[config.mk]
export PLATFORM = sky130hd
export DESIGN_NAME = load_store_unit
export DESIGN_NICKNAME = d
export VERILOG_FILES = /design/src/rtl/lsu_pkg.sv /design/src/rtl/load_extend.sv /design/src/rtl/load_store_unit.sv
export SDC_FILE = /design/constraint.sdc
export NUM_CORES = 1
export LEC_CHECK = 0
export CORE_ASPECT_RATIO = 1.2
export CORE_MARGIN = 3
export CORE_UTILIZATION = 44
export DETAILED_ROUTE_END_ITERATION = 8
export PLACE_DENSITY = 0.9
export SYNTH_ARGS = -nofsm -noshare
export SYNTH_HDL_FRONTEND = slang
export SYNTH_SLANG_ARGS = --single-unit
[constraint.sdc]
create_clock -name clk -period 5.87 [get_ports clk]
set_clock_uncertainty 0.2 [all_clocks]
set_input_delay 1.761 -clock clk [delete_from_list [all_inputs] [get_ports clk]]
set_output_delay 1.761 -clock clk [all_outputs]
set_load 0.005 [all_outputs]
[src/rtl/lsu_pkg.sv]
// Shared types and funct3 encodings for the load/store unit.
// The fault rule is kept here so the decision is defined in one place.
package lsu_pkg;

  typedef enum logic [1:0] {IDLE, ACCESS, CAPTURE, RESP} lsu_state_t;

  localparam logic [2:0] LB  = 3'b000;
  localparam logic [2:0] LH  = 3'b001;
  localparam logic [2:0] LW  = 3'b010;
  localparam logic [2:0] LBU = 3'b100;
  localparam logic [2:0] LHU = 3'b101;
  localparam logic [2:0] SB  = 3'b000;
  localparam logic [2:0] SH  = 3'b001;
  localparam logic [2:0] SW  = 3'b010;

  // Misaligned half/word accesses and unknown encodings never reach memory.
  function automatic logic access_fault(input logic write, input logic [2:0] f3,
                                        input logic [1:0] off);
    logic f;
    f = 1'b1;
    if (write) begin
      case (f3)
        SB:      f = 1'b0;
        SH:      f = off[0];
        SW:      f = |off;
        default: f = 1'b1;
      endcase
    end else begin
      case (f3)
        LB, LBU: f = 1'b0;
        LH, LHU: f = off[0];
        LW:      f = |off;
        default: f = 1'b1;
      endcase
    end
    return f;
  endfunction

endpackage

[src/rtl/load_extend.sv]
// Picks the addressed byte/half out of a memory word and sign- or
// zero-extends it according to funct3; word loads pass straight through.
module load_extend
  import lsu_pkg::*;
(
  input  logic [31:0] word,
  input  logic [1:0]  byte_off,
  input  logic [2:0]  funct3,
  output logic [31:0] result
);

  logic [31:0] shifted;
  logic [7:0]  b;
  logic [15:0] h;

  always_comb begin
    shifted = word >> {byte_off, 3'b000};
    b       = shifted[7:0];
    h       = byte_off[1] ? word[31:16] : word[15:0];
    case (funct3)
      LB:      result = {{24{b[7]}}, b};
      LH:      result = {{16{h[15]}}, h};
      LBU:     result = {24'b0, b};
      LHU:     result = {16'b0, h};
      default: result = word;
    endcase
  end

endmodule

[src/rtl/load_store_unit.sv]
// Single-outstanding load/store unit between the control unit and a
// synchronous-read word memory; fixed latency load 3, store 2, fault 1.
module load_store_unit
  import lsu_pkg::*;
#(
  parameter int ADDR_W = 32,
  parameter int DATA_W = 32
) (
  input  logic              clk,
  input  logic              reset,
  input  logic              req_valid,
  input  logic              req_write,
  input  logic [2:0]        funct3,
  input  logic [ADDR_W-1:0] addr,
  input  logic [DATA_W-1:0] wdata,
  output logic              req_ready,
  output logic              rsp_valid,
  output logic [DATA_W-1:0] rdata,
  output logic              fault,
  output logic [ADDR_W-1:0] mem_addr,
  output logic              mem_we,
  output logic [3:0]        mem_be,
  output logic [DATA_W-1:0] mem_wdata,
  input  logic [DATA_W-1:0] mem_rdata
);

  typedef struct packed {
    logic              write;
    logic [2:0]        funct3;
    logic [ADDR_W-1:0] addr;
    logic [DATA_W-1:0] wdata;
  } lsu_req_t;

  lsu_state_t  state, state_nxt;
  lsu_req_t    req_q;
  logic        accept, req_fault;
  logic [31:0] ext;

  assign accept    = (state == IDLE) && req_valid;
  assign req_fault = access_fault(req_write, funct3, addr[1:0]);

  load_extend u_ext (
    .word     (mem_rdata),
    .byte_off (req_q.addr[1:0]),
    .funct3   (req_q.funct3),
    .result   (ext)
  );

  always_ff @(posedge clk or posedge reset) begin
    if (reset) begin
      state <= IDLE;
      req_q <= '0;
      fault <= 1'b0;
      rdata <= '0;
    end else begin
      state <= state_nxt;
      if (accept) begin
        req_q <= '{write: req_write, funct3: funct3, addr: addr, wdata: wdata};
        fault <= req_fault;
        if (req_fault) rdata <= '0;
      end
      if (state == CAPTURE) rdata <= ext;
    end
  end

  always_comb begin
    state_nxt = state;
    case (state)
      IDLE:    if (req_valid) state_nxt = req_fault ? RESP : ACCESS;
      ACCESS:  state_nxt = req_q.write ? RESP : CAPTURE;
      CAPTURE: state_nxt = RESP;
      RESP:    state_nxt = IDLE;
      default: state_nxt = IDLE;
    endcase
  end

  // Memory bus is decoded from state so reset silences it without a clock edge.
  always_comb begin
    req_ready = (state == IDLE);
    rsp_valid = (state == RESP);
    mem_addr  = '0;
    mem_we    = 1'b0;
    mem_be    = 4'b0000;
    mem_wdata = '0;
    if (state == ACCESS) begin
      mem_addr = {req_q.addr[ADDR_W-1:2], 2'b00};
      mem_we   = req_q.write;
      mem_be   = 4'b1111;
      if (req_q.write) begin
        case (req_q.funct3)
          SB: begin
            mem_be    = 4'b0001 << req_q.addr[1:0];
            mem_wdata = {4{req_q.wdata[7:0]}};
          end
          SH: begin
            mem_be    = req_q.addr[1] ? 4'b1100 : 4'b0011;
            mem_wdata = {2{req_q.wdata[15:0]}};
          end
          default: mem_wdata = req_q.wdata;
        endcase
      end
    end
  end

endmodule

# --- Word level (Yosys, flattened, before mapping) ---
# Cells that the tools add are included.
# Widths: inputs -> output; s select.
op_classes:
  add_sub_neg: 0
  multipliers: 0
  div_mod_pow: 0
  magnitude_cmp: 0
  n_eq_ne: 11
  shifts: 2
  mux: 21
  n_bitwise: 0
  n_reduce_logical: 10
ops:
  columns: ["cell", "n"]
  rows:
  - ["$mux 32", 6]
  - ["$pmux 32 s4", 1]
  - ["$pmux 32 s2", 1]
  - ["$shr 32x5->8", 1]
  - ["$mux 16", 1]
  - ["$eq 3x3->1 const B", 4]
  - ["$mux 4", 3]
  - ["$pmux 2 s4", 1]
  - ["$pmux 4 s2", 1]
  - ["$eq 3x1->1 const B", 2]
  - ["$logic_not 3->1", 2]
  - ["$pmux 1 s3", 2]
  - ["$reduce_or 2->1", 3]
  - ["$eq 2x2->1 const B", 2]
  - ["$mux 2", 2]
  - ["$reduce_bool 2->1", 2]
  - ["$shl 1x2->4 const A", 1]
  - ["$eq 3x2->1 const B", 1]
  - ["$mux 1", 3]
  - ["$eq 2x1->1 const B", 1]
  - ["$logic_not 2->1", 1]
  - ["$ne 2x2->1 const B", 1]
  - ["$reduce_and 2->1", 1]
  - ["$logic_and 1x1->1", 1]
word_totals:
  ff_bits: 103
  latchBits: 0
  ram_bits: 0
  romBits: 0
  inputBits: 103
  output_inout_bits: 104
  mem_count: 0

# --- Logic depth before layout (Yosys ltp) ---
# Gate-level depths: netlist of the first run.
logic_depth:
  ltp_word: 7
  ltp_mapped: 7

# --- By module ---
# A second synthesis of the first run with hierarchy kept.
unflattened:
  hier_cells: 528
  area_unflattened_um2: 5595.4
modules_own_cells:
  columns: ["module", "n_inst", "cells_per_inst", "area_per_inst_um2", "seq_area_each_um2"]
  rows:
  - ["load_store_unit", 1, 410, 4795.8, 2577.5]
  - ["load_extend", 1, 118, 799.5, 0.0]

# --- Least setup slack after synthesis of the first run ---
# No wires, ideal clock.
synth_path:
  kind: "flip-flop to output port"
  start: "register req_q[65] in the netlist's numbering"
  end: "output port mem_wdata[10]"
  t_arrival_ns: 1.380
  path_slack_ns: 2.529
  path_stages_with_launch: 7
  cell_sequence: "dfrtp_1 > buf_2 > or2_1 > clkbuf_1 > nor2_1 > nand2_1 > a21oi_1"
synth_between:
  elab_chain_len: 4
synth_rtl:
  columns: ["element", "line", "source"]
  rows:
  - ["from (decl)", "load_store_unit.sv:35", "lsu_req_t req_q;"]
  - ["from (signal assigned)", "load_store_unit.sv:58", "req_q <= '{write: req_write, funct3: funct3, addr: addr, wdata: wdata};"]
  - ["$eq 3x1->1 or $logic_not 3->1 (tied branches)", "load_store_unit.sv:90", "case (req_q.funct3)"]
  - ["$pmux 32 s2 (*)", "load_store_unit.sv:90", null]
  - ["$mux 32 (*)", "load_store_unit.sv:89", "if (req_q.write) begin"]
  - ["$mux 32 (*)", "load_store_unit.sv:85", "if (state == ACCESS) begin"]
  - ["to (decl)", "load_store_unit.sv:23", "output logic [DATA_W-1:0] mem_wdata,"]
# Every way passes the cells marked *; elsewhere a longest branch is shown, timed or not.

# --- Worst setup path in the final report of the first run ---
layout_path:
  start: "register state[1]"
  end: "output port mem_wdata[27]"
layout_between:
  elab_chain_len: 2
layout_rtl:
  columns: ["element", "line", "source"]
  rows:
  - ["from (decl)", "load_store_unit.sv:34", "lsu_state_t state, state_nxt;"]
  - ["from (signal assigned)", "load_store_unit.sv:56", "state <= state_nxt;"]
  - ["$eq 2x1->1", "load_store_unit.sv:85", null]
  - ["$mux 32", "load_store_unit.sv:85", null]
# No other way between the ends.

==> impl_metrics.csv, run 1 <==
group,metric,value,unit
status,status,"finished clean",
sta,period_minus_slack,4.58,ns
run,cap_viol_max_count,0,
global_routing,grt_pass1_wl,25500,um
power,p_sw_frac,0.361,
clock_tree,postCtsHoldBufs,0,
place,dp.cells,832,
sta,max_freq,218,MHz
power,pwr-share-comb,0.497,
synthesis,ys_warn_count,0,
synthesis,synth_edf_count,0,
power,ir_drop,237,uV
synthesis,syn_avg_cell_area,10.6,sq um
clock_tree,cts_root_buf,"clkbuf_16",
cells_and_area,drive_gt1_frac,0.141,
critical_path,crit_fanout,25,
clock_tree,cts.sinks,103,
cells_and_area,mostFrequentLayoutCells,"clkdlybuf4s50_1, dfrtp_1, mux2_2, nand2_1, and2_1",
clock_tree,postCtsResizedCells,0,
clock_tree,ctsLongestPathBuffers,2,
route,viasPerCell,5.62,
die,ios,207,
route,vias,4759,
place,portBuffers,204,
clock_tree,cts-buffers-inserted,9,
global_routing,grt-ovfl-total,0,
power,switching_power,1.44,mW
die,core_area,11700,sq um
clock_tree,cts.htree.levels,3,
cells_and_area,area.growth.synth_to_final,45.2,%
clock_tree,clkTransAtPathRegs,0.07,ns
synthesis,syn_inst,505,
cells_and_area,layout_commonest_cell,"clkdlybuf4s50_1",
route,drc,0,
synthesis,synth_seq_cells,103,
critical_path,cp.arrival,2.62,ns
power,internal_power,2.55,mW
sta,setup_viol,0,
cells_and_area,fin_nets,793,
die,initial_core_util,0.455,
sta,hold_viol,0,
sta,fin_crit_sh,0.780,
route,first_iter_violations,185,
sta,timing.hold.ws,0.276,ns
sta,maxSlewHeadroom,0.329,
clock_tree,insertion_delay,0.33,ns
die,rows,43,
sta,tightest_slew,1.01,ns
synthesis,synth_async_sr_flop_share,1.00,
die,fp.dieH,127,um
critical_path,required,3.91,ns
cells_and_area,diodes,0,
global_routing,antenna_found_initial,0,
place,dp_hpwl,12000,um
synthesis,syn-cell-area,5330,sq um
critical_path,setup.worst_path.end_class,"output pin",
global_routing,grt_usage,0.238,
global_routing,grt_max_degree,77,
critical_path,crit_type,"register to output pin",
power,p_clk_frac,0.160,
die,die_area,13500,sq um
route,post_drt_wl_per_cell,19.3,um
sta,tns,0,ns
cells_and_area,layout.cells.non_filler,847,
power,power.density,515,nW/um^2
route,antenna_left,0,
clock_tree,cts_setup_buffers,0,
route,drt_first_pass_iters,5,
synthesis,synth_cell_types,42,
critical_path,start_kind,"register",
synthesis,ys.flop_type,"dfrtp_1",
synthesis,yosysSeqAreaShare,0.483,
power,p_leak,3.27,nW
die,fp.dieW,107,um
global_routing,grt_pass1_vias,4980,
power,seq_power_share,0.343,
min_path,hold_path.class,"register to register",
clock_tree,cts_tree,"built",
place,gp_congestion,0.906,
sta,rsz0062_at_grt,"no",
route,routed_wl,16300,um
sta,drv_slew,0,
[critical path: stages, from the launching register on]
cell             delay [ns]
dfrtp_1                0.41
inv_1                  0.11
ha_1                   0.17
nand2_1                0.51
a211oi_1               0.50
clkdlybuf4s50_1        0.57
[kinds of logic after synthesis]
family	after synthesis	synth area share
AO/OA/AOI/OAI	114	0.140
other	1	0.000703
multiplexers	86	0.182
AND/OR/NAND/NOR	149	0.144
flip-flops	103	0.483
adder cells (fa/ha/maj)	4	0.00938
buffers and inverters	48	0.0415
[final timing paths]
kind                                               to  cells after the start                   from  slack, ns
min in group asynchronous       req_q[36]$_DFFE_PP0P_                      2                  reset       1.80
worst min register to register  rdata[14]$_DFFE_PP0P_                      1  rdata[14]$_DFFE_PP0P_       0.28
worst max-delay path                    mem_wdata[27]                      5   state[1]$_DFFE_PP0P_       1.29
max in group asynchronous       req_q[30]$_DFFE_PP0P_                      3                  reset       2.72
worst min-delay path            rdata[14]$_DFFE_PP0P_                      1  rdata[14]$_DFFE_PP0P_       0.28
worst max register to register  rdata[29]$_DFFE_PP0P_                      4  req_q[33]$_DFFE_PP0P_       3.25
[area by class of cell]
cell class              instances  area (sq um)
flip-flops and latches        103          2580
repair buffers                210          2090
multi-input cells             355          2540
clock inverters                 4          70.1
fillers                       918          3990
clock buffers                  11           243
well taps                     157           196
inverters                       7          28.8
[power groups by stage]
stage	clock network (mW)	registers [mW]	logic (mW)
after floorplan	0	1.25	1.23
after global placement	0	1.35	1.91
after detailed placement	0	1.37	1.98
after CTS	0.647	1.36	1.99
after global routing	0.676	1.41	2.15
final	0.639	1.37	1.98
[Yosys cell counts (all sizes together), types with 4 or more instances]
library cell  instances  share of area
a211oi                9          0.013
buf                  17          0.020
dfrtp               103           0.48
and3                  8         0.0094
a31oi                 9          0.011
inv                   7         0.0049
nand3                 4         0.0038
o22ai                 6         0.0070
ha                    4         0.0094
mux2i                 8          0.015
o21ai                27          0.025
nor2                 21          0.015
a22o                 22          0.036
a21o                  9          0.013
a21oi                27          0.027
mux2                 77           0.16
nor2b                 5         0.0073
clkbuf               24          0.017
nand2b               23          0.027
nand2                51          0.036
and2                 30          0.035
[metrics by stage]
step	area, sq um	setup WS [ns]	power [mW]	util
final	7740	1.29	3.99	0.660
after global routing	7740	1.10	4.24	0.660
after CTS	7740	1.30	4.00	0.660
after detailed placement	7430	1.68	3.36	0.634
after global placement	7430	1.77	3.26	0.634
after floorplan	5340	1.21	2.48	-
[sequential cells by signal, summed over array words and instances (netlist names)]
register  cells
rdata        32
state         2
req_q        68
fault         1
[per-layer routing]
layer / up-vias / track usage / wire [um]
met5: - / 0 / 0
met4: 0 / 0.0865 / 467
met3: 44 / 0.0565 / 1400
met2: 269 / 0.426 / 8500
met1: 2323 / 0.276 / 5940
li1: 2123 / - / -
(Power assumes the default switching activity.)
==> run 2: changes to the inputs <==
--- a/config.mk
+++ b/config.mk
@@ -7,9 +7,9 @@
 export LEC_CHECK = 0
 export CORE_ASPECT_RATIO = 1.2
 export CORE_MARGIN = 3
-export CORE_UTILIZATION = 44
+export CORE_UTILIZATION = 40
 export DETAILED_ROUTE_END_ITERATION = 8
-export PLACE_DENSITY = 0.9
+export PLACE_DENSITY = 0.86
 export SYNTH_ARGS = -nofsm -noshare
 export SYNTH_HDL_FRONTEND = slang
 export SYNTH_SLANG_ARGS = --single-unit
==> constraint.sdc (replaced) <==
create_clock -name clk -period 4.1 [get_ports clk]
set_clock_uncertainty 0.2 [all_clocks]
set_input_delay 1.23 -clock clk [delete_from_list [all_inputs] [get_ports clk]]
set_output_delay 1.23 -clock clk [all_outputs]
set_load 0.005 [all_outputs]
==> run 2 against run 1 <==
First-iteration DRC count grew 34%. Flip-flop and latch count unchanged. Clock power rose by 51%. Critical endpoint is now mem_wdata[8]. Largest power group unchanged.
==> impl_metrics.csv, run 2 (synthesis gave the netlist of run 1 again) <==
group,metric,value,unit
clock_tree,cts_setup_buffers,0,
die,initial_core_util,0.415,
critical_path,crit_fanout,23,
die,fp.dieH,132,um
critical_path,start_kind,"register",
power,p_sw_frac,0.356,
power,seq_power_share,0.335,
clock_tree,cts.sinks,103,
route,viasPerCell,5.48,
route,routed_wl,16300,um
cells_and_area,diodes,0,
critical_path,crit_type,"register to output pin",
run,cap_viol_max_count,0,
sta,tns,0,ns
global_routing,antenna_found_initial,0,
place,gp_congestion,0.860,
sta,period_minus_slack,3.91,ns
clock_tree,insertion_delay,0.34,ns
clock_tree,cts-buffers-inserted,9,
die,ios,207,
sta,timing.hold.ws,0.277,ns
global_routing,grt-ovfl-total,0,
status,status,"finished clean",
clock_tree,clkTransAtPathRegs,0.07,ns
critical_path,setup.worst_path.end_class,"output pin",
route,drc,0,
sta,fin_crit_sh,0.954,
sta,hold_viol,0,
critical_path,rr_startpoint,"state[0]$_DFFE_PP0P_",
route,post_drt_wl_per_cell,19.0,um
global_routing,grt_pass1_vias,4994,
route,vias,4709,
cells_and_area,largest_reg_flops,68,
min_path,hold_path.class,"register to register",
die,core_area,12800,sq um
critical_path,required,2.67,ns
sta,setup_viol,0,
route,first_iter_violations,248,
clock_tree,postCtsHoldBufs,0,
cells_and_area,top_register,"req_q",
critical_path,timing.rr.end,"rdata[28]$_DFFE_PP0P_",
global_routing,grtUsageMet2,0.386,
clock_tree,cts_root_buf,"clkbuf_16",
clock_tree,ctsLongestPathBuffers,2,
critical_path,rrSetupSlack,1.53,ns
critical_path,rr_worst_depth,6,
cells_and_area,mostFrequentLayoutCells,"clkdlybuf4s50_1, dfrtp_1, mux2_2, nand2_1, and2_1",
die,die_area,14800,sq um
die,rows,45,
global_routing,grt_usage,0.216,
min_path,hold_start,"fault$_DFFE_PP0P_",
power,finalPower,5.78,mW
cells_and_area,drive_gt1_frac,0.148,
power,internal_power,3.72,mW
power,p_leak,3.29,nW
power,switching_power,2.06,mW
global_routing,busiest_layer,"met2",
global_routing,grtUsageMet1,0.251,
cells_and_area,layout_commonest_cell,"clkdlybuf4s50_1",
global_routing,grt_pass1_wl,25700,um
place,dp_hpwl,12100,um
min_path,min_path_cells,2,
global_routing,grt_use_met3,0.0471,
cells_and_area,area.growth.synth_to_final,46.7,%
power,power.density,739,nW/um^2
sta,rsz0062_at_grt,"no",
clock_tree,postCtsResizedCells,0,
cells_and_area,reg_top3,"req_q: 68 flops, rdata: 32 flops, state: 2 flops",
cells_and_area,fin_nets,798,
sta,tightest_slew,0.902,ns
sta,drv_slew,0,
clock_tree,cts.htree.levels,3,
critical_path,cp-startpoint,"req_q[64]$_DFFE_PP0P_",
critical_path,cp.arrival,2.48,ns
route,drt_first_pass_iters,5,
sta,maxSlewHeadroom,0.399,
route,antenna_left,0,
clock_tree,cts_tree,"built",
die,fp.dieW,111,um
min_path,min_to,"fault$_DFFE_PP0P_",
place,portBuffers,204,
power,p_clk_frac,0.167,
power,pwr-share-comb,0.498,
global_routing,grt_max_degree,71,
sta,max_freq,256,MHz
power,ir_drop,363,uV
run 2: how the worst max path moves through the flow:
stage,endpoint,depth (start not counted)
after floorplan,mem_wdata[10],6
after global placement,mem_wdata[16],6
after detailed placement,mem_wdata[18],6
after CTS,mem_wdata[18],6
after global routing,mem_wdata[8],4
final,mem_wdata[8],4
run 2: cell type report:
type | count | area (sq um)
clock buffers | 9 | 225
flip-flops and latches | 103 | 2580
multi-input cells | 355 | 2540
repair buffers | 215 | 2140
well taps | 164 | 205
clock inverters | 6 | 110
inverters | 7 | 30.0
fillers | 1073 | 5010
run 2: metal layers:
layer / up-vias / share of wire
met5: - / 0
met4: 0 / 0.027
met3: 35 / 0.075
met2: 227 / 0.52
met1: 2316 / 0.38
li1: 2131 / -
run 2: power groups by stage:
stage               sequential, mW  clock (mW)  combinational, mW
finish                        1.93       0.968               2.88
global route                  2.00        1.02               3.12
CTS                           1.93       0.982               2.90
detailed placement            1.95           0               2.88
global placement              1.91           0               2.80
floorplan                     1.79           0               1.76
run 2: critical path, cell delays in order, from the launching register on:
cell             delay, ns
dfrtp_1               0.69
nor2_1                0.60
nand2_1               0.11
a21oi_1               0.19
clkdlybuf4s50_1       0.55
run 2: through the flow:
step	instance area (sq um)	util	instances	setup slack, ns
4_1_cts	7830	0.610	859	0.194
6_report	7830	0.610	859	0.187
2_1_floorplan	5340	-	506	1.29
5_1_grt	7830	0.610	859	0.0187
3_5_place_dp	7490	0.584	844	0.569
3_3_place_gp	7490	0.584	844	0.623
